===== src/rtl/vx_tag_flush_pkg.sv =====
// Shared types and geometry helpers for the per-bank tag flush sequencer.
// Pure declarations: no latency, no backpressure.
package vx_tag_flush_pkg;

  typedef enum logic [2:0] {
    ST_INIT  = 3'd0,
    ST_IDLE  = 3'd1,
    ST_DRAIN = 3'd2,
    ST_FLUSH = 3'd3,
    ST_DONE  = 3'd4
  } state_e;

  function automatic int calc_lines(input int cache_size, input int line_size, input int num_banks);
    return cache_size / (line_size * num_banks);
  endfunction

  // A single-line bank still needs a 1-bit counter.
  function automatic int calc_lsb(input int lines);
    return (lines > 1) ? $clog2(lines) : 1;
  endfunction

endpackage


===== src/rtl/vx_flush_walker.sv =====
// Line-index walker: one line per non-stalled cycle while enabled, wraps after the last line.
// Latency: done is combinational on the last line; stall freezes the index.
module vx_flush_walker #(
  parameter int LINES = 8,
  parameter int LSB   = 3
) (
  input  logic           clk,
  input  logic           reset,
  input  logic           start,
  input  logic           en,
  input  logic           stall,
  output logic [LSB-1:0] line_ctr,
  output logic           done
);

  localparam logic [LSB-1:0] LAST_IDX = LSB'(LINES - 1);

  logic last_line;

  assign last_line = (line_ctr == LAST_IDX);
  assign done      = en & ~stall & last_line;

  always_ff @(posedge clk) begin
    if (reset || start) begin
      line_ctr <= '0;
    end else if (en && !stall) begin
      line_ctr <= last_line ? '0 : line_ctr + 1'b1;
    end
  end

endmodule


===== src/rtl/vx_tag_flush_ctrl.sv =====
// Per-bank tag-store sequencer: init/flush line walk arbitrated against core fill/lookup traffic.
// Core path is combinational in IDLE; core_ready drops during DRAIN/FLUSH/DONE. Optional PERF_TAG_FLUSH_EN adds counters.
module vx_tag_flush_ctrl
  import vx_tag_flush_pkg::*;
#(
  parameter int CACHE_SIZE      = 1024,
  parameter int CACHE_LINE_SIZE = 64,
  parameter int NUM_BANKS       = 2,
  parameter int DRAIN_CYCLES    = 2,
  parameter int LINE_ADDR_WIDTH = 26
) (
  input  logic                       clk,
  input  logic                       reset,
  input  logic                       stall,
  input  logic                       flush_req_valid,
  output logic                       flush_req_ready,
  output logic                       flush_done,
  output logic                       busy,
  input  logic                       pending_empty,
  input  logic                       core_valid,
  output logic                       core_ready,
  input  logic [LINE_ADDR_WIDTH-1:0] core_addr,
  input  logic                       core_fill,
  input  logic                       core_lookup,
  input  logic                       core_reserve,
  output logic [LINE_ADDR_WIDTH-1:0] tag_addr,
  output logic                       tag_fill,
  output logic                       tag_flush,
  output logic                       tag_lookup,
  output logic                       tag_reserve
`ifdef PERF_TAG_FLUSH_EN
  ,
  output logic [43:0]                perf_flush_cycles,
  output logic [31:0]                perf_flushes
`endif
);

  localparam int LINES_PER_BANK = calc_lines(CACHE_SIZE, CACHE_LINE_SIZE, NUM_BANKS);
  localparam int LSB            = calc_lsb(LINES_PER_BANK);
  localparam int DW             = (DRAIN_CYCLES > 0) ? $clog2(DRAIN_CYCLES + 1) : 1;
  localparam logic [DW-1:0] DRAIN_MAX = DW'(DRAIN_CYCLES);

  state_e         state, state_n;
  logic [LSB-1:0] line_ctr;
  logic [DW-1:0]  drain_ctr;
  logic           walk_en, walk_start, walk_done, drain_clr;

  assign walk_en = (state == ST_INIT) || (state == ST_FLUSH);

  vx_flush_walker #(
    .LINES (LINES_PER_BANK),
    .LSB   (LSB)
  ) u_walker (
    .clk      (clk),
    .reset    (reset),
    .start    (walk_start),
    .en       (walk_en),
    .stall    (stall),
    .line_ctr (line_ctr),
    .done     (walk_done)
  );

  always_ff @(posedge clk) begin
    if (reset) begin
      state     <= ST_INIT;
      drain_ctr <= '0;
    end else begin
      state <= state_n;
      if (drain_clr) begin
        drain_ctr <= '0;
      end else if (state == ST_DRAIN && drain_ctr != DRAIN_MAX) begin
        drain_ctr <= drain_ctr + 1'b1;
      end
    end
  end

  // Reset overrides every state so nothing reaches the tag store mid-abort.
  always_comb begin
    state_n         = state;
    walk_start      = 1'b0;
    drain_clr       = 1'b0;
    tag_addr        = '0;
    tag_fill        = 1'b0;
    tag_flush       = 1'b0;
    tag_lookup      = 1'b0;
    tag_reserve     = 1'b0;
    core_ready      = 1'b0;
    flush_req_ready = 1'b0;
    flush_done      = 1'b0;
    busy            = 1'b1;
    if (!reset) begin
      case (state)
        ST_INIT, ST_FLUSH: begin
          tag_flush = ~stall;
          tag_addr  = LINE_ADDR_WIDTH'(line_ctr);
          if (walk_done) state_n = (state == ST_INIT) ? ST_IDLE : ST_DONE;
        end
        ST_IDLE: begin
          busy            = 1'b0;
          core_ready      = 1'b1;
          flush_req_ready = 1'b1;
          tag_addr        = core_addr;
          tag_fill        = core_valid & core_fill;
          tag_lookup      = core_valid & core_lookup;
          tag_reserve     = core_valid & core_fill & core_reserve;
          if (flush_req_valid) begin
            state_n   = ST_DRAIN;
            drain_clr = 1'b1;
          end
        end
        ST_DRAIN: begin
          if (drain_ctr == DRAIN_MAX && pending_empty) begin
            state_n    = ST_FLUSH;
            walk_start = 1'b1;
          end
        end
        ST_DONE: begin
          flush_done = 1'b1;
          state_n    = ST_IDLE;
        end
        default: state_n = ST_INIT;
      endcase
    end
  end

`ifdef PERF_TAG_FLUSH_EN
  always_ff @(posedge clk) begin
    if (reset) begin
      perf_flush_cycles <= '0;
      perf_flushes      <= '0;
    end else begin
      if (state inside {ST_DRAIN, ST_FLUSH, ST_DONE}) perf_flush_cycles <= perf_flush_cycles + 44'd1;
      if (state == ST_DONE) perf_flushes <= perf_flushes + 32'd1;
    end
  end
`endif

endmodule


===== config.mk =====
export PLATFORM = sky130hd
export DESIGN_NAME = vx_tag_flush_ctrl
export DESIGN_NICKNAME = d
export VERILOG_FILES = /design/src/rtl/vx_tag_flush_pkg.sv /design/src/rtl/vx_flush_walker.sv /design/src/rtl/vx_tag_flush_ctrl.sv
export SDC_FILE = /design/constraint.sdc
export NUM_CORES = 1
export LEC_CHECK = 0
export BUFFER_PORTS_ARGS = -buffer_cell sky130_fd_sc_hd__buf_4
export CELL_PAD_IN_SITES_DETAIL_PLACEMENT = 0
export CELL_PAD_IN_SITES_GLOBAL_PLACEMENT = 1
export CORE_MARGIN = 1
export CORE_UTILIZATION = 25
export CTS_CLUSTER_SIZE = 10
export DETAILED_ROUTE_END_ITERATION = 10
export PLACE_DENSITY_LB_ADDON = 0.1
export SYNTH_ARGS = -nofsm -noshare
export SYNTH_HDL_FRONTEND = slang
export SYNTH_SLANG_ARGS = --single-unit

===== constraint.sdc =====
create_clock -name clk -period 3.2 [get_ports clk]
set_input_delay 0.64 -clock clk [delete_from_list [all_inputs] [get_ports clk]]
set_output_delay 0.64 -clock clk [all_outputs]
set_load 0.01 [all_outputs]

# [Word level (Yosys, flattened, before mapping)]
# Index checks and enable logic that the tools add are counted.
[classes] add_sub_neg=2 eq_ne=10 mux=28 bitwise_logic=6 reduce_logical=10
[ops] op="26-bit one-hot mux with 2 select lines" count=1
[ops] op="26-bit 2-to-1 mux" count=1
[ops] op="1-bit 2-to-1 mux" count=20
[ops] op="3-bit 2-to-1 mux" count=5
[ops] op="3-bit one-hot mux with 4 select lines" count=1
[ops] op="3-bit by 2-bit equality test with 1-bit output (second input constant)" count=2
[ops] op="3-bit equality test (second input constant)" count=2
[ops] op="1-bit AND" count=5
[ops] op="2-bit by 1-bit inequality test with 1-bit output (second input constant)" count=2
[ops] op="2-bit inequality test (second input constant)" count=2
[ops] op="2-bit OR reduction" count=2
[ops] op="3-bit by 1-bit adder with 3-bit output (second input constant)" count=1
[ops] op="3-bit by 1-bit equality test with 1-bit output (second input constant)" count=1
[ops] op="1-bit logical AND" count=3
[ops] op="3-bit zero test" count=1
[ops] op="3-bit AND reduction" count=1
[ops] op="2-bit by 1-bit adder with 2-bit output (second input constant)" count=1
[ops] op="2-bit equality test (second input constant)" count=1
[ops] op="1-bit logical OR" count=2
[ops] op="1-bit zero test" count=1
[ops] op="1-bit NOT" count=1
[totals] register_bits=8 in_bits=35 output_inout_bits=34

# [Depth between registers and ports, before layout]
# Gate-level depths: netlist of run 1.
[depth] ltp_word=6 depth_mapped=6 depth_no_buf=5

# [Hierarchy]
# From an unflattened synthesis of run 1, not the netlist that was laid out.
[hier_totals] hier_cells=92 hier_area_um2=762.0
[by_module_without_submodules] mod="vx_tag_flush_ctrl" instances=1 cells_per_inst=77 area_each_um2=600.6 seq_area_each_um2=100.1
[by_module_without_submodules] mod="vx_flush_walker" instances=1 cells_per_inst=15 area_each_um2=161.4 seq_area_each_um2=60.1

# [Worst setup path before layout of run 1]
# No wires, ideal clock.
[synth_path] path_type="input-to-output" from="input port reset" to="output port tag_addr[17]" arrival_ns=1.544 required_ns=2.560 slack_ns=1.016 cell_stages=5 n_path_buf=2 cell_sequence="or2_1 -> buf_6 -> nor3_4 -> buf_6 -> and2_1"
[synth_via] elab_chain_len=1
[synth_lines] element="from (decl)" line_no="vx_tag_flush_ctrl.sv:13" source="input logic reset,"
[synth_lines] element="26-bit 2-to-1 mux" line_no="vx_tag_flush_ctrl.sv:91" source="if (!reset) begin"
[synth_lines] element="to (decl)" line_no="vx_tag_flush_ctrl.sv:26" source="output logic [LINE_ADDR_WIDTH-1:0] tag_addr,"
# No other way between the ends.

# [Worst setup path after layout of run 1]
[layout_path] from="register state[0]" to="output port tag_reserve"
[layout_via] elab_chain_len=3
[layout_lines] element="from (decl)" line_no="vx_tag_flush_ctrl.sv:43" source="state_e state, state_n;"
[layout_lines] element="from (signal assigned)" line_no="vx_tag_flush_ctrl.sv:68" source="state <= state_n;"
[layout_lines] element="3-bit by 1-bit equality test with 1-bit output" line_no="vx_tag_flush_ctrl.sv:92" source="case (state)"
[layout_lines] element="1-bit 2-to-1 mux" line_no="vx_tag_flush_ctrl.sv:92"
[layout_lines] element="1-bit 2-to-1 mux" line_no="vx_tag_flush_ctrl.sv:91"
[layout_lines] element="to (decl)" line_no="vx_tag_flush_ctrl.sv:30" source="output logic tag_reserve"
# No other way between the ends.

==> results of run 1 <==
==> metal layers <==
metal	part of all wire, %	wire, microns	global-route usage (%)	vias to the layer above
met1	43	983	14.5	379
met4	1.6	36	6.12	0
li1	-	-	-	468
met3	10	227	2.90	4
met5	0	0	0	-
met2	45	1030	23.2	49
==> worst min-delay path: cells and delay by family (launching register included) <==
family / cells / cell delay (ns)
flip-flops: 1 / 0.31
AND/OR/NAND/NOR: 1 / 0.10
AO/OA/AOI/OAI: 1 / 0.05
==> power breakdown <==
part | internal, mW | leakage, nW | switching, mW
Sequential | 0.102 | 0.0648 | 0.00224
Combinational | 0.0362 | 0.567 | 0.0158
Clock | 0.0430 | 0.0138 | 0.0354
==> sequential cells by signal, summed over array words and instances, names as in the netlist <==
register,cells
drain_ctr,2
state,3
u_walker.line_ctr,3
==> worst paths after layout <==
check / endpoint / cells after the start / slack (ns)
setup / recovery: tag_reserve / 5 / 0.71
hold / removal: drain_ctr[1] / 2 / 0.51
setup reg to reg: u_walker.line_ctr[2] / 3 / 1.47
hold reg to reg: drain_ctr[1] / 2 / 0.51
==> final cells by class <==
class / instances / area [sq um] / share of cell area, %
Clock buffer: 3 / 22.5 / 1.71
Inverter: 5 / 18.8 / 1.43
Multi-Input combinational cell: 78 / 539 / 41.0
Sequential cell: 8 / 160 / 12.2
Tap cell: 44 / 55.1 / 4.19
Timing Repair Buffer: 69 / 518 / 39.4
==> cell families after synthesis <==
logic type | count (synthesis)
AO/OA/AOI/OAI | 17
XOR/XNOR | 3
adder cells (fa/ha/maj) | 3
buffers and inverters | 13
flip-flops | 8
multiplexers | 3
AND/OR/NAND/NOR | 52
==> cells in the final DEF (no fill, tap or decap), types with 2 or more instances in the layout <==
cell type / synthesis / final
buf_4: 3 / 69
and2_1: 16 / 16
nor2_1: 8 / 8
dfxtp_1: 8 / 8
and2_2: 7 / 7
a21oi_1: 7 / 7
inv_1: 5 / 5
o21ai_0: 5 / 5
mux2_2: 3 / 3
ha_1: 3 / 3
clkbuf_4: 0 / 3
or2_1: 2 / 2
nor3b_1: 2 / 2
and3_1: 2 / 2
nand3b_1: 2 / 2
xnor2_1: 2 / 2
==> stage by stage <==
step	hold slack (ns)	worst slack, ns	power (mW)	area, sq um
global placement	0.487	0.796	0.158	1290
global route	0.546	0.539	0.248	1310
floorplan	0.471	1.02	0.122	790
CTS	0.508	0.705	0.238	1310
finish	0.507	0.712	0.234	1310
detailed placement	0.501	0.764	0.159	1290
==> flow_summary.toml, run 1 <==
[floorplan]
design.core.area_sq_mm = 0.00303
num_rows = 20
dieArea_sq_mm = 0.00339
die_y_microns = 58.2
start_util_pct = 26.1
num_io_pins = 69
die_w_microns = 58.2

[synthesis]
ys_types = 36
synth-compound-area-share_pct = 13.3
synthTopCellsByCount = "16 x and2_1, 8 x dfxtp_1, 8 x nor2_1"
yosys.area_share.simple_pct = 42.6
synth_fa_ha_area_share_pct = 4.75
async_flop_share_pct = 0
synth_top_area_share_pct = 20.3
yosysMostFrequentCell = "and2_1"
yosysWarnings = 0
synthMuxAreaShare_pct = 4.28
ys_top_cells_by_area = "dfxtp_1 20%, and2_1 13%, and2_2 6.7%"
ys.flop_type = "dfxtp_1"
syn_area_sq_um = 790
synth_top_family_by_area = "simple AND/OR/NAND/NOR gates"
yosys.area.top_type = "dfxtp_1"
netlist_instances = 99
synth_area_per_cell_sq_um = 7.97
synth_edf_count = 0
synth-xor-area-share_pct = 3.33
synth_nets = 137
ys_seq_area_share_pct = 20.3
synth_seq_cells = 8

[clock_network]
post_cts_resized = 0
cts_sinks = 8
clock_latency_ns = 0.26
clkTransAtPathRegs_ns = 0.05
clk_path_buf_depth = 2
ctsHoldBuffers = 0
cts_buffers = 3
cts_root_buffer = "clkbuf_4"
htree_levels = 1
postCtsSetupBuffers = 0
cts_tree = "yes"

[place]
place_congestion = 0.676
dp_cells = 204
io_buffers = 68
dp_hpwl_microns = 1870

[grt]
antenna_found_initial = 0
gr-total-overflow = 0
grt_pass1_wl_microns = 3410
grt_usage_pct = 13.0
grt_start_max_net_pins = 30
grt_pass1_vias = 800

[route]
drtPass1Iterations = 6
avgViaCountPerCell = 4.35
remaining_drc_errors = 0
first_iter_violations = 40
drt_wl_total_microns = 2280
via_count = 900
wl_per_cell_microns = 11.0
antenna_left = 0

[timing]
relSlewSlack_pct = 56.1
max_freq_ghz = 0.402
rsz0062_at_grt = "no"
setup_violations = 0
fin_tns_setup_ns = 0
hold_viol = 0
worst_pin_slew_ns = 0.657
finalCriticalPeriod_ns = 2.49
slew_violations = 0
fin_skew_ns = 0.00187
period_share_pct = 77.7

[status]
status = "finished, final reports clean"

[final_layout]
final_nets = 203
final_cells = 207
drive_gt1_share_pct = 51.5
antenna-diode-count = 0
syn_to_final_growth_pct = 66.4
fillers = 309
fin_util_pct = 43.4

[setup_path]
crit_top_cell = "buf_4"
regToRegStartpoint = "state[1]"
worstSetupStartpoint = "state[0]"
cpLargestDelayFamily = "flip-flops"
worstPathArrival_ns = 1.85
critPathKind = "register to primary output"
cp_cell_sequence = "inv_1 -> nor3_4 -> buf_4 -> and4_1 -> buf_4"
critical_path.max_stage_delay_ns = 0.61
crit_buf_inv = 3
cp_slowest_cell = "dfxtp_1"
crit_path_start_kind = "register"
cp-end-kind = "primary output"
crit_required_ns = 2.56
path_max_fanout = 29

[pwr]
ir_drop_mv = 0.142
p_per_area_mw_per_mm2 = 178
p_leak_nw = 0.646

[worst_hold_path]
holdCritStartpoint = "drain_ctr[1]"
hp-class = "register to register"

[job]
max-cap-violations = 0
Note: power is estimated with default switching activity, not from simulation.
==> run 2: changes to the inputs <==
--- a/config.mk
+++ b/config.mk
@@ -9,7 +9,7 @@
 export CELL_PAD_IN_SITES_DETAIL_PLACEMENT = 0
 export CELL_PAD_IN_SITES_GLOBAL_PLACEMENT = 1
 export CORE_MARGIN = 1
-export CORE_UTILIZATION = 25
+export CORE_UTILIZATION = 22
 export CTS_CLUSTER_SIZE = 10
 export DETAILED_ROUTE_END_ITERATION = 10
 export PLACE_DENSITY_LB_ADDON = 0.1
==> constraint.sdc (replaced) <==
create_clock -name clk -period 2.2 [get_ports clk]
set_input_delay 0.44 -clock clk [delete_from_list [all_inputs] [get_ports clk]]
set_output_delay 0.44 -clock clk [all_outputs]
set_load 0.01 [all_outputs]
==> run 2 against run 1 <==
Net effect:
- global-route usage decreased by 1.7 points
- die area increased by 13%
- sequential share of layout area decreased by 0.21 points
- first-iteration DRC count decreased by 23%
- cell count increased by 1.9%
- sequential power increased by 46%
- via count increased by 2.9%
- final area increased by 2.6%
- routed wire length increased by 2.4%
- count of clock-buffer cells in the layout unchanged
==> flow_summary.toml, run 2 (synthesized netlist as in run 1, its figures left out) <==
[status]
status = "finished, final reports clean"

[clock_network]
cts_root_buffer = "clkbuf_4"
postCtsSetupBuffers = 0
clock_latency_ns = 0.25
cts_tree = "yes"
cts_buffers = 3
cts_sinks = 8
htree_levels = 1
clkTransAtPathRegs_ns = 0.06
clk_path_buf_depth = 2

[pwr]
power_switching_uw = 78.0
power.total_uw = 342
switching_share_pct = 22.8
p_per_area_mw_per_mm2 = 254
clkPwrFrac_pct = 33.4
p_leak_nw = 0.661
power_frac_comb_pct = 22.3
ir_drop_mv = 0.201
pwr-share-seq_pct = 44.3
p_int_uw = 264

[timing]
finalCriticalPeriod_ns = 2.05
relSlewSlack_pct = 56.9
hold_viol = 0
period_share_pct = 93.3
slew_violations = 0
worst_pin_slew_ns = 0.637
fin_skew_ns = 0.000713
rsz0062_at_grt = "no"
setup_violations = 0
max_freq_ghz = 0.487
fin_tns_setup_ns = 0

[setup_path]
cp_cell_sequence = "or2_4 -> nor3_4 -> buf_12 -> and4_1 -> buf_4"
path_depth = 5
cp_slowest_cell = "dfxtp_1"
worstSetupStartpoint = "state[2]"
cp-end-kind = "primary output"
cpLargestDelayFamily = "simple AND/OR/NAND/NOR gates"
critical_path.max_stage_delay_ns = 0.39
r2r_slack_ns = 0.63
worstReg2RegEnd = "state[0]"
worstPathArrival_ns = 1.61
cp-endpoint = "tag_reserve"
regToRegStartpoint = "u_walker.line_ctr[0]"
critPathKind = "register to primary output"
crit_buf_inv = 2
r2r_cells = 5
crit_path_start_kind = "register"
crit_required_ns = 1.76
path_max_fanout = 29

[route]
antenna_left = 0
drt_wl_total_microns = 2330
first_iter_violations = 31
remaining_drc_errors = 0
via_count = 926
drtPass1Iterations = 4
avgViaCountPerCell = 4.39
wl_per_cell_microns = 11.0

[grt]
gr-total-overflow = 0
grt_start_max_net_pins = 30
grt_pass1_vias = 760
grt_usage_pct = 11.2
antenna_found_initial = 0
grt_pass1_wl_microns = 3180

[place]
io_buffers = 68
place_area_sq_mm = 0.00132
place_congestion = 0.753
dp_hpwl_microns = 1910

[final_layout]
drive_gt1_share_pct = 53.3
postLayoutCellArea_sq_mm = 0.00135
final_common_cell = "buf_4"
antenna-diode-count = 0
fillers = 354
syn_to_final_growth_pct = 70.7
final_nets = 205
final_cell_mix = "70 x buf_4, 16 x and2_1, 8 x nor2_1"
top_regs = "state: 3 flops, u_walker.line_ctr: 3 flops, drain_ctr: 2 flops"

[floorplan]
num_rows = 21
num_io_pins = 69
die_w_microns = 61.9
die_y_microns = 61.9
design.core.area_sq_mm = 0.00339
start_util_pct = 23.3
dieArea_sq_mm = 0.00383

[worst_hold_path]
hp-class = "input port to register"

[job]
max-cap-violations = 0
==> run 2: cell count changes in the layout (fill, tap and decap cells not counted) <==
cell	before	now
buf_12	0	1
buf_4	69	70
dfxtp_1	8	7
dfxtp_2	0	1
or2_1	2	1
or2_4	0	1
==> run 2: cell type report <==
class,count,area [sq um],area share [%]
multi-input combinational,78,542,40.2
inverter,5,18.8,1.39
sequential,8,161,12.0
tap,46,57.6,4.27
clock buffer,3,22.5,1.67
timing repair buffer,71,546,40.5
==> run 2: layer usage <==
layer  GRT usage, %  vias to the layer above  part of all wire [%]
met2           20.4                       50                    48
met1           12.9                      405                    44
met4           6.03                        0                  0.77
met5              0                        -                     0
met3           1.04                        2                   8.1
li1               -                      469                     -
==> run 2: through the flow <==
step           hold WS [ns]  cells  utilization, %  setup slack, ns
2_1_floorplan         0.471     99               -            0.416
3_3_place_gp          0.490    208            39.0            0.236
3_5_place_dp          0.499    208            39.0            0.208
4_1_cts               0.365    211            39.6           0.0787
5_1_grt               0.377    211            39.8           0.0564
6_report              0.378    211            39.8            0.146
==> run 2: power by group through the flow <==
stage	clock (mW)	combinational (mW)	sequential (mW)
after floorplan	0	0.0240	0.153
after global placement	0	0.0745	0.154
after detailed placement	0	0.0759	0.155
after CTS	0.114	0.0763	0.151
after global routing	0.125	0.0843	0.152
final	0.114	0.0763	0.152
==> run 2: worst min path at each step <==
| stage | from | endpoint | depth (start not counted) |
|---|---|---|---|
| finish | reset | state[0] | 2 |
| global route | reset | state[0] | 2 |
| CTS | reset | state[0] | 2 |
| detailed placement | drain_ctr[1] | drain_ctr[1] | 2 |
| global placement | drain_ctr[1] | drain_ctr[1] | 2 |
| floorplan | u_walker.line_ctr[1] | u_walker.line_ctr[1] | 2 |
==> run 2: repair_timing <==
action / in CTS / in global routing
hold buffers: 0 / 0
hold endpoints to repair: 0 / 0
resized for setup: 0 / 2
endpoints found under the setup margin: 0 / 3
==> run 3: changes to the inputs <==
--- a/config.mk
+++ b/config.mk
@@ -9,10 +9,12 @@
 export CELL_PAD_IN_SITES_DETAIL_PLACEMENT = 0
 export CELL_PAD_IN_SITES_GLOBAL_PLACEMENT = 1
 export CORE_MARGIN = 1
-export CORE_UTILIZATION = 22
+export CORE_UTILIZATION = 23
+export CTS_BUF_LIST = sky130_fd_sc_hd__clkbuf_8
 export CTS_CLUSTER_SIZE = 10
 export DETAILED_ROUTE_END_ITERATION = 10
 export PLACE_DENSITY_LB_ADDON = 0.1
 export SYNTH_ARGS = -nofsm -noshare
 export SYNTH_HDL_FRONTEND = slang
 export SYNTH_SLANG_ARGS = --single-unit
+export TNS_END_PERCENT = 20
==> run 3 against run 2 <==
Net effect:
- register-to-register slack lost 0.15 ns
- sequential cell count unchanged
- clock power rose by 56%
- utilization increased by 3.4 points
- routed wire length increased by 2.5%
- critical endpoint unchanged
- highest routed layer unchanged
==> flow_summary.toml, run 3 (synthesized netlist as in run 1, its figures left out) <==
[place]
dp_cells = 206
dp_hpwl_microns = 1950
place_congestion = 0.790
dp_slack_ns = 0.216
io_buffers = 68

[setup_path]
r2r_slack_ns = 0.48
critical_path.max_stage_delay_ns = 0.38
worstSetupStartpoint = "state[2]"
crit_required_ns = 1.76
critPathKind = "register to primary output"
cpLargestDelayFamily = "simple AND/OR/NAND/NOR gates"
worstReg2RegEnd = "u_walker.line_ctr[1]"
regToRegStartpoint = "state[1]"
cp_slowest_cell = "dfxtp_1"
r2r_cells = 4
crit_path_start_kind = "register"
worstPathArrival_ns = 1.64
crit_buf_inv = 2
cp_cell_sequence = "or2_1 -> nor3_4 -> buf_12 -> and4_1 -> buf_4"
path_max_fanout = 29
cp-end-kind = "primary output"

[floorplan]
start_util_pct = 25.0
dieArea_sq_mm = 0.00367
num_rows = 20
design.core.area_sq_mm = 0.00315
die_y_microns = 60.6
die_w_microns = 60.6
num_io_pins = 69

[clock_network]
ctsHoldBuffers = 0
clk_path_buf_depth = 2
htree_levels = 1
cts_sinks = 8
postCtsSetupBuffers = 0
clock_latency_ns = 0.23
post_cts_resized = 0
cts_buffers = 3
cts_tree = "yes"
clkTransAtPathRegs_ns = 0.04
cts_root_buffer = "clkbuf_8"

[timing]
period_share_pct = 94.3
worst_pin_slew_ns = 0.657
holdWs_ns = 0.391
slew_violations = 0
rsz0062_at_grt = "no"
max_freq_ghz = 0.482
relSlewSlack_pct = 55.6
setup_slack_ns = 0.125
fin_skew_ns = 0.00231
fin_tns_setup_ns = 0
hold_viol = 0
setup_violations = 0
finalCriticalPeriod_ns = 2.08

[grt]
antenna_found_initial = 0
grt_pass1_wl_microns = 3410
grt_usage_pct = 12.5
gr-total-overflow = 0
grt_pass1_vias = 794
grt_start_max_net_pins = 30

[route]
avgViaCountPerCell = 4.56
drt_wl_total_microns = 2390
first_iter_violations = 30
wl_met1_microns = 924
wl_met2_microns = 1120
top_layer = "met4"
via_count = 952
dr_wl_met3_microns = 317
wl_per_cell_microns = 11.4
drtPass1Iterations = 4
antenna_left = 0
remaining_drc_errors = 0

[worst_hold_path]
whs_path_depth = 2
min_to = "state[0]"
hp-class = "input port to register"
holdCritStartpoint = "reset"

[final_layout]
final_common_cell = "buf_4"
final_cell_mix = "70 x buf_4, 16 x and2_1, 8 x nor2_1, 8 x dfxtp_1"
final_cells = 209
fillers = 343
drive_gt1_share_pct = 52.1
syn_to_final_growth_pct = 72.3
antenna-diode-count = 0
top_regs = "state: 3 flops, u_walker.line_ctr: 3 flops, drain_ctr: 2 flops"
final_nets = 205

[job]
max-cap-violations = 0

[pwr]
ir_drop_mv = 0.212
p_leak_nw = 0.667
p_per_area_mw_per_mm2 = 298

[status]
status = "finished, final reports clean"
run 3: cell counts in the layout (fill, tap and decap cells not counted):
No cell type changed its count.
run 3: worst max path at each step:
stage / end / slack (ns) / cells past startpoint
floorplan: tag_addr[17] / 0.42 / 5
global placement: tag_reserve / 0.25 / 6
detailed placement: tag_reserve / 0.22 / 6
CTS: tag_reserve / 0.11 / 5
global route: tag_reserve / 0.007 / 5
finish: tag_reserve / 0.12 / 5
run 3: worst register-to-register path: stages (launching register included):
cell and delay (ns):
dfxtp_1 0.52, buf_4 0.24, inv_1 0.07, o41ai_1 0.64, a21oi_1 0.09
run 3: area by class of cell:
| cell class | count | area [sq um] | area share (%) |
|---|---|---|---|
| Inverter | 5 | 18.8 | 1.38 |
| Multi-Input combinational cell | 78 | 539 | 39.7 |
| Timing Repair Buffer | 71 | 546 | 40.1 |
| Tap cell | 44 | 55.1 | 4.05 |
| Clock buffer | 3 | 41.3 | 3.04 |
| Sequential cell | 8 | 160 | 11.8 |
run 3: metal layers:
| metal | GRT usage, % | vias up |
|---|---|---|
| met4 | 5.84 | 0 |
| met5 | 0 | - |
| met1 | 13.5 | 419 |
| met2 | 23.4 | 57 |
| met3 | 2.13 | 4 |
| li1 | - | 472 |
run 3: power breakdown:
group          internal (mW)  switching [mW]
Combinational         0.0528          0.0233
Clock                  0.119          0.0589
Sequential             0.149         0.00347
run 3: through the flow:
| step | power [mW] | cell area, sq um | util (%) |
|---|---|---|---|
| finish | 0.406 | 1360 | 43.1 |
| global route | 0.423 | 1360 | 43.1 |
| CTS | 0.407 | 1360 | 43.1 |
| detailed placement | 0.231 | 1320 | 41.8 |
| global placement | 0.229 | 1320 | 41.8 |
| floorplan | 0.177 | 790 | - |
